<file path="config.mk">
export PLATFORM = sky130hd
export DESIGN_NAME = sbus_event_responder
export DESIGN_NICKNAME = d
export VERILOG_FILES = /design/src/rtl/sbus_event_responder.sv
export SDC_FILE = /design/constraint.sdc
export NUM_CORES = 1
export LEC_CHECK = 0
export CORE_MARGIN = 10
export CORE_UTILIZATION = 60
export DETAILED_ROUTE_END_ITERATION = 8
export PLACE_DENSITY = 0.79
export SLEW_MARGIN = 20
export SYNTH_ARGS = -nofsm -noshare
export SYNTH_HDL_FRONTEND = slang
export SYNTH_SLANG_ARGS = --single-unit
</file>
<file path="constraint.sdc">
create_clock -name clk -period 6.55 [get_ports clk]
set_input_delay 1.31 -clock clk [delete_from_list [all_inputs] [get_ports clk]]
set_output_delay 1.31 -clock clk [all_outputs]
set_load 0.01 [all_outputs]
</file>
<file path="src/rtl/sbus_event_responder.sv">
// Bus-mapped event monitor: counts rising edges of evt_in, queues their
// timestamps in a small FIFO and raises irq while entries or overflow exist.
module sbus_event_responder #(
  parameter int FIFO_DEPTH = 8
) (
  input  logic        clk,
  input  logic        rst,
  input  logic        wr,
  input  logic        rd,
  input  logic [7:0]  addr,
  input  logic [31:0] wdata,
  output logic [31:0] rdata,
  input  logic        evt_in,
  output logic        irq
);

  localparam int AW = (FIFO_DEPTH > 1) ? $clog2(FIFO_DEPTH) : 1;
  localparam int CW = AW + 1;

  localparam logic [7:0] A_CTRL    = 8'h00;
  localparam logic [7:0] A_STATUS  = 8'h04;
  localparam logic [7:0] A_EVTCNT  = 8'h08;
  localparam logic [7:0] A_FIFO    = 8'h0C;
  localparam logic [7:0] A_TS      = 8'h10;
  localparam logic [7:0] A_SCRATCH = 8'h14;

  function automatic logic [31:0] sat_inc(input logic [31:0] v);
    return (v == 32'hFFFF_FFFF) ? v : v + 32'd1;
  endfunction

  logic          enable_q, enable_d;
  logic          irq_en_q, irq_en_d;
  logic [31:0]   scratch_q, scratch_d;
  logic [31:0]   ts_q, ts_d;
  logic [31:0]   evt_cnt_q, evt_cnt_d;
  logic [AW-1:0] wr_ptr_q, wr_ptr_d;
  logic [AW-1:0] rd_ptr_q, rd_ptr_d;
  logic [CW-1:0] count_q, count_d;
  logic          ovf_q, ovf_d;
  logic          evt_prev_q, evt_prev_d;
  logic [31:0]   rdata_q, rdata_d;
  logic          irq_q, irq_d;
  logic [31:0]   mem_q [FIFO_DEPTH];

  logic        do_rd, full, empty, evt_hit, clear, pop, push;
  logic [31:0] status, rd_val;

  always_comb begin
    enable_d   = enable_q;
    irq_en_d   = irq_en_q;
    scratch_d  = scratch_q;
    evt_cnt_d  = evt_cnt_q;
    wr_ptr_d   = wr_ptr_q;
    rd_ptr_d   = rd_ptr_q;
    count_d    = count_q;
    ovf_d      = ovf_q;
    rdata_d    = rdata_q;
    ts_d       = ts_q + 32'd1;
    evt_prev_d = evt_in;

    do_rd   = rd & ~wr;
    full    = (count_q == CW'(FIFO_DEPTH));
    empty   = (count_q == '0);
    status  = {21'd0, ovf_q, full, empty, 3'd0, 5'(count_q)};
    evt_hit = evt_in & ~evt_prev_q & enable_q;
    clear   = wr && (addr == A_CTRL) && wdata[1];
    pop     = do_rd && (addr == A_FIFO) && !empty;
    // A full FIFO can still take the event when the same edge frees a slot.
    push    = evt_hit && !clear && (!full || pop);

    case (addr)
      A_CTRL:    rd_val = {29'd0, irq_en_q, 1'b0, enable_q};
      A_STATUS:  rd_val = status;
      A_EVTCNT:  rd_val = evt_cnt_q;
      A_FIFO:    rd_val = empty ? 32'd0 : mem_q[rd_ptr_q];
      A_TS:      rd_val = ts_q;
      A_SCRATCH: rd_val = scratch_q;
      default:   rd_val = 32'd0;
    endcase

    if (do_rd) rdata_d = rd_val;

    if (wr) begin
      case (addr)
        A_CTRL: begin
          enable_d = wdata[0];
          irq_en_d = wdata[2];
        end
        A_SCRATCH: scratch_d = wdata;
        default: ;
      endcase
    end

    if (clear) begin
      count_d   = '0;
      wr_ptr_d  = '0;
      rd_ptr_d  = '0;
      evt_cnt_d = 32'd0;
      ovf_d     = 1'b0;
    end else begin
      if (evt_hit) evt_cnt_d = sat_inc(evt_cnt_q);
      if (evt_hit && full && !pop) ovf_d = 1'b1;
      if (pop) rd_ptr_d = rd_ptr_q + AW'(1);
      if (push) wr_ptr_d = wr_ptr_q + AW'(1);
      case ({push, pop})
        2'b10:   count_d = count_q + CW'(1);
        2'b01:   count_d = count_q - CW'(1);
        default: count_d = count_q;
      endcase
    end

    irq_d = irq_en_q & (~empty | ovf_q);
  end

  always_ff @(posedge clk or posedge rst) begin
    if (rst) begin
      enable_q   <= 1'b0;
      irq_en_q   <= 1'b0;
      scratch_q  <= 32'd0;
      ts_q       <= 32'd0;
      evt_cnt_q  <= 32'd0;
      wr_ptr_q   <= '0;
      rd_ptr_q   <= '0;
      count_q    <= '0;
      ovf_q      <= 1'b0;
      evt_prev_q <= 1'b0;
      rdata_q    <= 32'd0;
      irq_q      <= 1'b0;
    end else begin
      enable_q   <= enable_d;
      irq_en_q   <= irq_en_d;
      scratch_q  <= scratch_d;
      ts_q       <= ts_d;
      evt_cnt_q  <= evt_cnt_d;
      wr_ptr_q   <= wr_ptr_d;
      rd_ptr_q   <= rd_ptr_d;
      count_q    <= count_d;
      ovf_q      <= ovf_d;
      evt_prev_q <= evt_prev_d;
      rdata_q    <= rdata_d;
      irq_q      <= irq_d;
    end
  end

  // Storage carries no reset; validity is tracked by count and pointers.
  always_ff @(posedge clk) begin
    if (push) mem_q[wr_ptr_q] <= ts_q;
  end

  assign rdata = rdata_q;
  assign irq   = irq_q;

endmodule
</file>
==> reports/summary.log <==
[status] status finished, final reports clean
[clock_network] H-Tree Depth 2
[sta] Final Slew Violations 0
[floorplanning] die outline width 188 microns
[yosys] library cell occupying the most area in the post-synthesis netlist sky130_fd_sc_hd__edfxtp_1
[placement] last weighted congestion value of the routability-driven placer 0.873
[sta] Setup Total Neg Slack 0 ns
[run] max-cap violations 0
[final_layout] Final Cell Area 19600 sq um
[placement] dpl cells 1512
[sta] worst clock skew 0.0232 ns
[clock_network] clock-pin transition on the worst setup and hold timing paths 0.06 ns
[yosys] Avg Synthesized Cell Area 15.4 sq um
[yosys] most repeated cell in the gate-level netlist after synthesis sky130_fd_sc_hd__edfxtp_1
[final_layout] Total Nets Final 1230
[detailed_routing] ANT nets after route 0
[clock_network] number of buffers inserted by post-CTS setup repair 0
[worst_setup_path] critical path data required time 6.79 ns
[yosys] nets in the synthesized netlist 1148
[yosys] fraction of synthesized cell area taken by the top area cell type 45.4%
[final_layout] fraction of layout cells with a size suffix above 1 17.8%
[floorplanning] number of placement rows 61
[yosys] Post-Synthesis Cells 1097
[sta] max_slew headroom 34.5%
[floorplanning] Die Area 35300 sq um
[floorplanning] Ports 78
[global_routing] leftover overflow at the end of global routing 0
[worst_setup_path] nature of the critical path startpoint input port
[detailed_routing] Pre-Repair DR Iteration Count 7
[detailed_routing] detailed-route vias per instance 6.52
[sta] endpoints failing setup 0
[worst_setup_path] classification of the worst setup path input port to register
[sta] actual transition at the worst max-transition pin 0.980 ns
[yosys] fraction of registers with async set or reset after synthesis 35.8%
[final_layout] Fill cells 1791
[yosys] total standard cell area after synthesis 16900 sq um
[placement] HPWL after detailed placement 24800 microns
[yosys] number of storage elements in the synthesis netlist 399
[detailed_routing] wire length per cell 26.0 microns
[pwr] power density over cell area 266 nW/um^2
[placement] input/output buffers 77
[clock_network] number of sinks on the clock net 399
[yosys] yosys synthesis warning count 0
[floorplanning] core area 27800 sq um
[clock_network] CTS-repair resized insts 0
[clock_network] TritonCTS Buffers 40
[detailed_routing] number of design-rule violations left by the first detailed-router iteration 975
[sta] endpoints failing hold 0
[global_routing] maximum number of pins on one net before global-route repair 90
[sta] Max Freq 224 MHz
[floorplanning] die outline height 188 microns
[yosys] dominant cells by area after synthesis sky130_fd_sc_hd__edfxtp_1 45%, sky130_fd_sc_hd__dfrtp_1 21%, sky130_fd_sc_hd__mux4_2 8.5%
[clock_network] maximum count of clock buffers along a single path 3
[placement] placed instance area 18100 sq um
[yosys] main flop type after synthesis sky130_fd_sc_hd__edfxtp_1
[clock_network] clock tree from TritonCTS built
[min_path] Hold/Removal Path Class register to register
[detailed_routing] Via Count 10.4k
[sta] portion of the clock cycle consumed by the worst path in the final layout 68.3%
[final_layout] Util after Layout 70.5%
[worst_setup_path] nature of the critical path endpoint register
[clock_network] cell at the root of the clock tree sky130_fd_sc_hd__clkbuf_16
[sta] RSZ-0062 raised after global routing false
[clock_network] hold_buf cts 0
[worst_setup_path] Crit path arrival time 4.71 ns
[detailed_routing] total detailed-routing wirelength 41300 microns
[final_layout] antenna cell count 0
[yosys] sequential-to-total area share from yosys stat 66.5%
[global_routing] vias in the first global route 10.5k
[global_routing] global-route wire length before repair 63400 microns
[yosys] Distinct cells, synth 62
[yosys] Synth top cells by count 256 x sky130_fd_sc_hd__edfxtp_1, 143 x sky130_fd_sc_hd__dfrtp_1, 77 x sky130_fd_sc_hd__nand2_1
[worst_setup_path] worst-path fanout max 23
[sta] min Tclk post-route 4.47 ns
[pwr] static leakage power 7.07 nW
[detailed_routing] number of design rule violations left after detail routing 0
[floorplanning] initial core utilization 61.0%
[pwr] worst vdd ir 193 uV
[global_routing] GRT Overall Usage 23.2%
[yosys] number of enable flip-flop cells after synthesis 256
[final_layout] Area Growth Syn to Fin 15.6%
[final_layout] number of non-filler instances in the completed layout 1588
[global_routing] antenna violations before repair 0
[clock_network] clock latency on the worst-skew pair 0.55 ns
[worst paths after layout]
| path | depth (start not counted) | from | slack [ns] | to |
|---|---|---|---|---|
| max | 7 | addr[4] | 2.08 | mem_q[5][29] |
| min | 2 | rdata[2] | 0.48 | rdata[2] |
| max reg2reg | 6 | count_q[1] | 3.04 | mem_q[0][25] |
| min reg2reg | 2 | rdata[2] | 0.48 | rdata[2] |
| max in group asynchronous | 3 | rst | 3.95 | scratch_q[12] |
| min in group asynchronous | 2 | rst | 1.31 | rdata[26] |
[critical path, cell delays in order]
cell	delay, ns
sky130_fd_sc_hd__clkdlybuf4s50_1	0.94
sky130_fd_sc_hd__or3b_2	0.24
sky130_fd_sc_hd__nor4_2	0.06
sky130_fd_sc_hd__nand2_1	0.51
sky130_fd_sc_hd__nand4_1	0.48
sky130_fd_sc_hd__nor2_4	0.81
sky130_fd_sc_hd__buf_4	0.32
[report_power, final]
part	internal, W	switching [W]
combinational	0.0000608	0.0000748
sequential	0.00268	0.0000230
clock	0.00141	0.000962
total	0.00415	0.00106
[sequential cells by signal, indices dropped and copies added (netlist names)]
| signal | cells |
|---|---|
| irq_en_q | 1 |
| evt_cnt_q | 32 |
| rd_ptr_q | 3 |
| scratch_q | 32 |
| enable_q | 1 |
| irq | 1 |
| rdata | 32 |
| evt_prev_q | 1 |
| mem_q | 256 |
| ts_q | 32 |
| count_q | 4 |
| ovf_q | 1 |
| wr_ptr_q | 3 |
[routing by layer]
layer	up-vias	routed length, microns	global-route usage, %
li1	4465	-	-
met1	5287	16600	30.9
met2	518	19800	36.9
met3	86	3570	5.38
met4	0	1290	8.31
met5	-	0	0
[cell usage in the layout (no fill, tap or decap), types with 5 or more instances in the layout]
master,count
sky130_fd_sc_hd__ha_1,6
sky130_fd_sc_hd__mux2_2,37
sky130_fd_sc_hd__clkinvlp_4,5
sky130_fd_sc_hd__or4_1,16
sky130_fd_sc_hd__clkbuf_16,40
sky130_fd_sc_hd__buf_4,20
sky130_fd_sc_hd__o21ai_0,22
sky130_fd_sc_hd__xor2_1,11
sky130_fd_sc_hd__or3_1,12
sky130_fd_sc_hd__nor2_4,6
sky130_fd_sc_hd__clkbuf_1,7
sky130_fd_sc_hd__bufinv_16,7
sky130_fd_sc_hd__xnor2_1,28
sky130_fd_sc_hd__mux4_2,64
sky130_fd_sc_hd__nor2_1,53
sky130_fd_sc_hd__clkdlybuf4s50_1,76
sky130_fd_sc_hd__edfxtp_1,256
sky130_fd_sc_hd__nand3_1,24
sky130_fd_sc_hd__mux2i_1,61
sky130_fd_sc_hd__and4_1,8
sky130_fd_sc_hd__nand2b_1,5
sky130_fd_sc_hd__o31ai_1,8
sky130_fd_sc_hd__a21oi_1,49
sky130_fd_sc_hd__nor2b_1,5
sky130_fd_sc_hd__clkinv_2,7
sky130_fd_sc_hd__nand4_1,23
sky130_fd_sc_hd__o211ai_1,12
sky130_fd_sc_hd__dfrtp_1,140
sky130_fd_sc_hd__o221ai_1,25
sky130_fd_sc_hd__nor3_1,17
sky130_fd_sc_hd__nand2_1,77
[per-stage QoR]
| stage | hold slack (ns) | setup WS [ns] | power (W) |
|---|---|---|---|
| 4_1_cts | 0.488 | 2.10 | 0.00523 |
| 3_5_place_dp | 0.475 | 1.56 | 0.00288 |
| 2_1_floorplan | 0.459 | 1.13 | 0.00282 |
| 5_1_grt | 0.524 | 1.88 | 0.00534 |
| 6_report | 0.483 | 2.08 | 0.00521 |
| 3_3_place_gp | 0.471 | 1.63 | 0.00288 |
[layout make-up]
cell class | count | area (sq um) | share of cell area (%)
flip-flops and latches | 399 | 11300 | 57.6
multi-input cells | 633 | 5430 | 27.7
repair buffers | 101 | 1020 | 5.20
inverters | 4 | 20.0 | 0.102
clock inverters | 26 | 332 | 1.69
clock buffers | 47 | 1030 | 5.25
well taps | 378 | 473 | 2.42
[kinds of logic after synthesis]
family	after synthesis	synth area share [%]
xor gates and xnor gates	39	2.02
muxes	164	14.7
buffers and inverters	65	1.77
DFF	399	66.5
and+or+nand+nor	280	8.86
adders and majority gates	6	0.443
AOI/OAI and AO/OA	144	5.70
(Power assumes the default switching activity.)
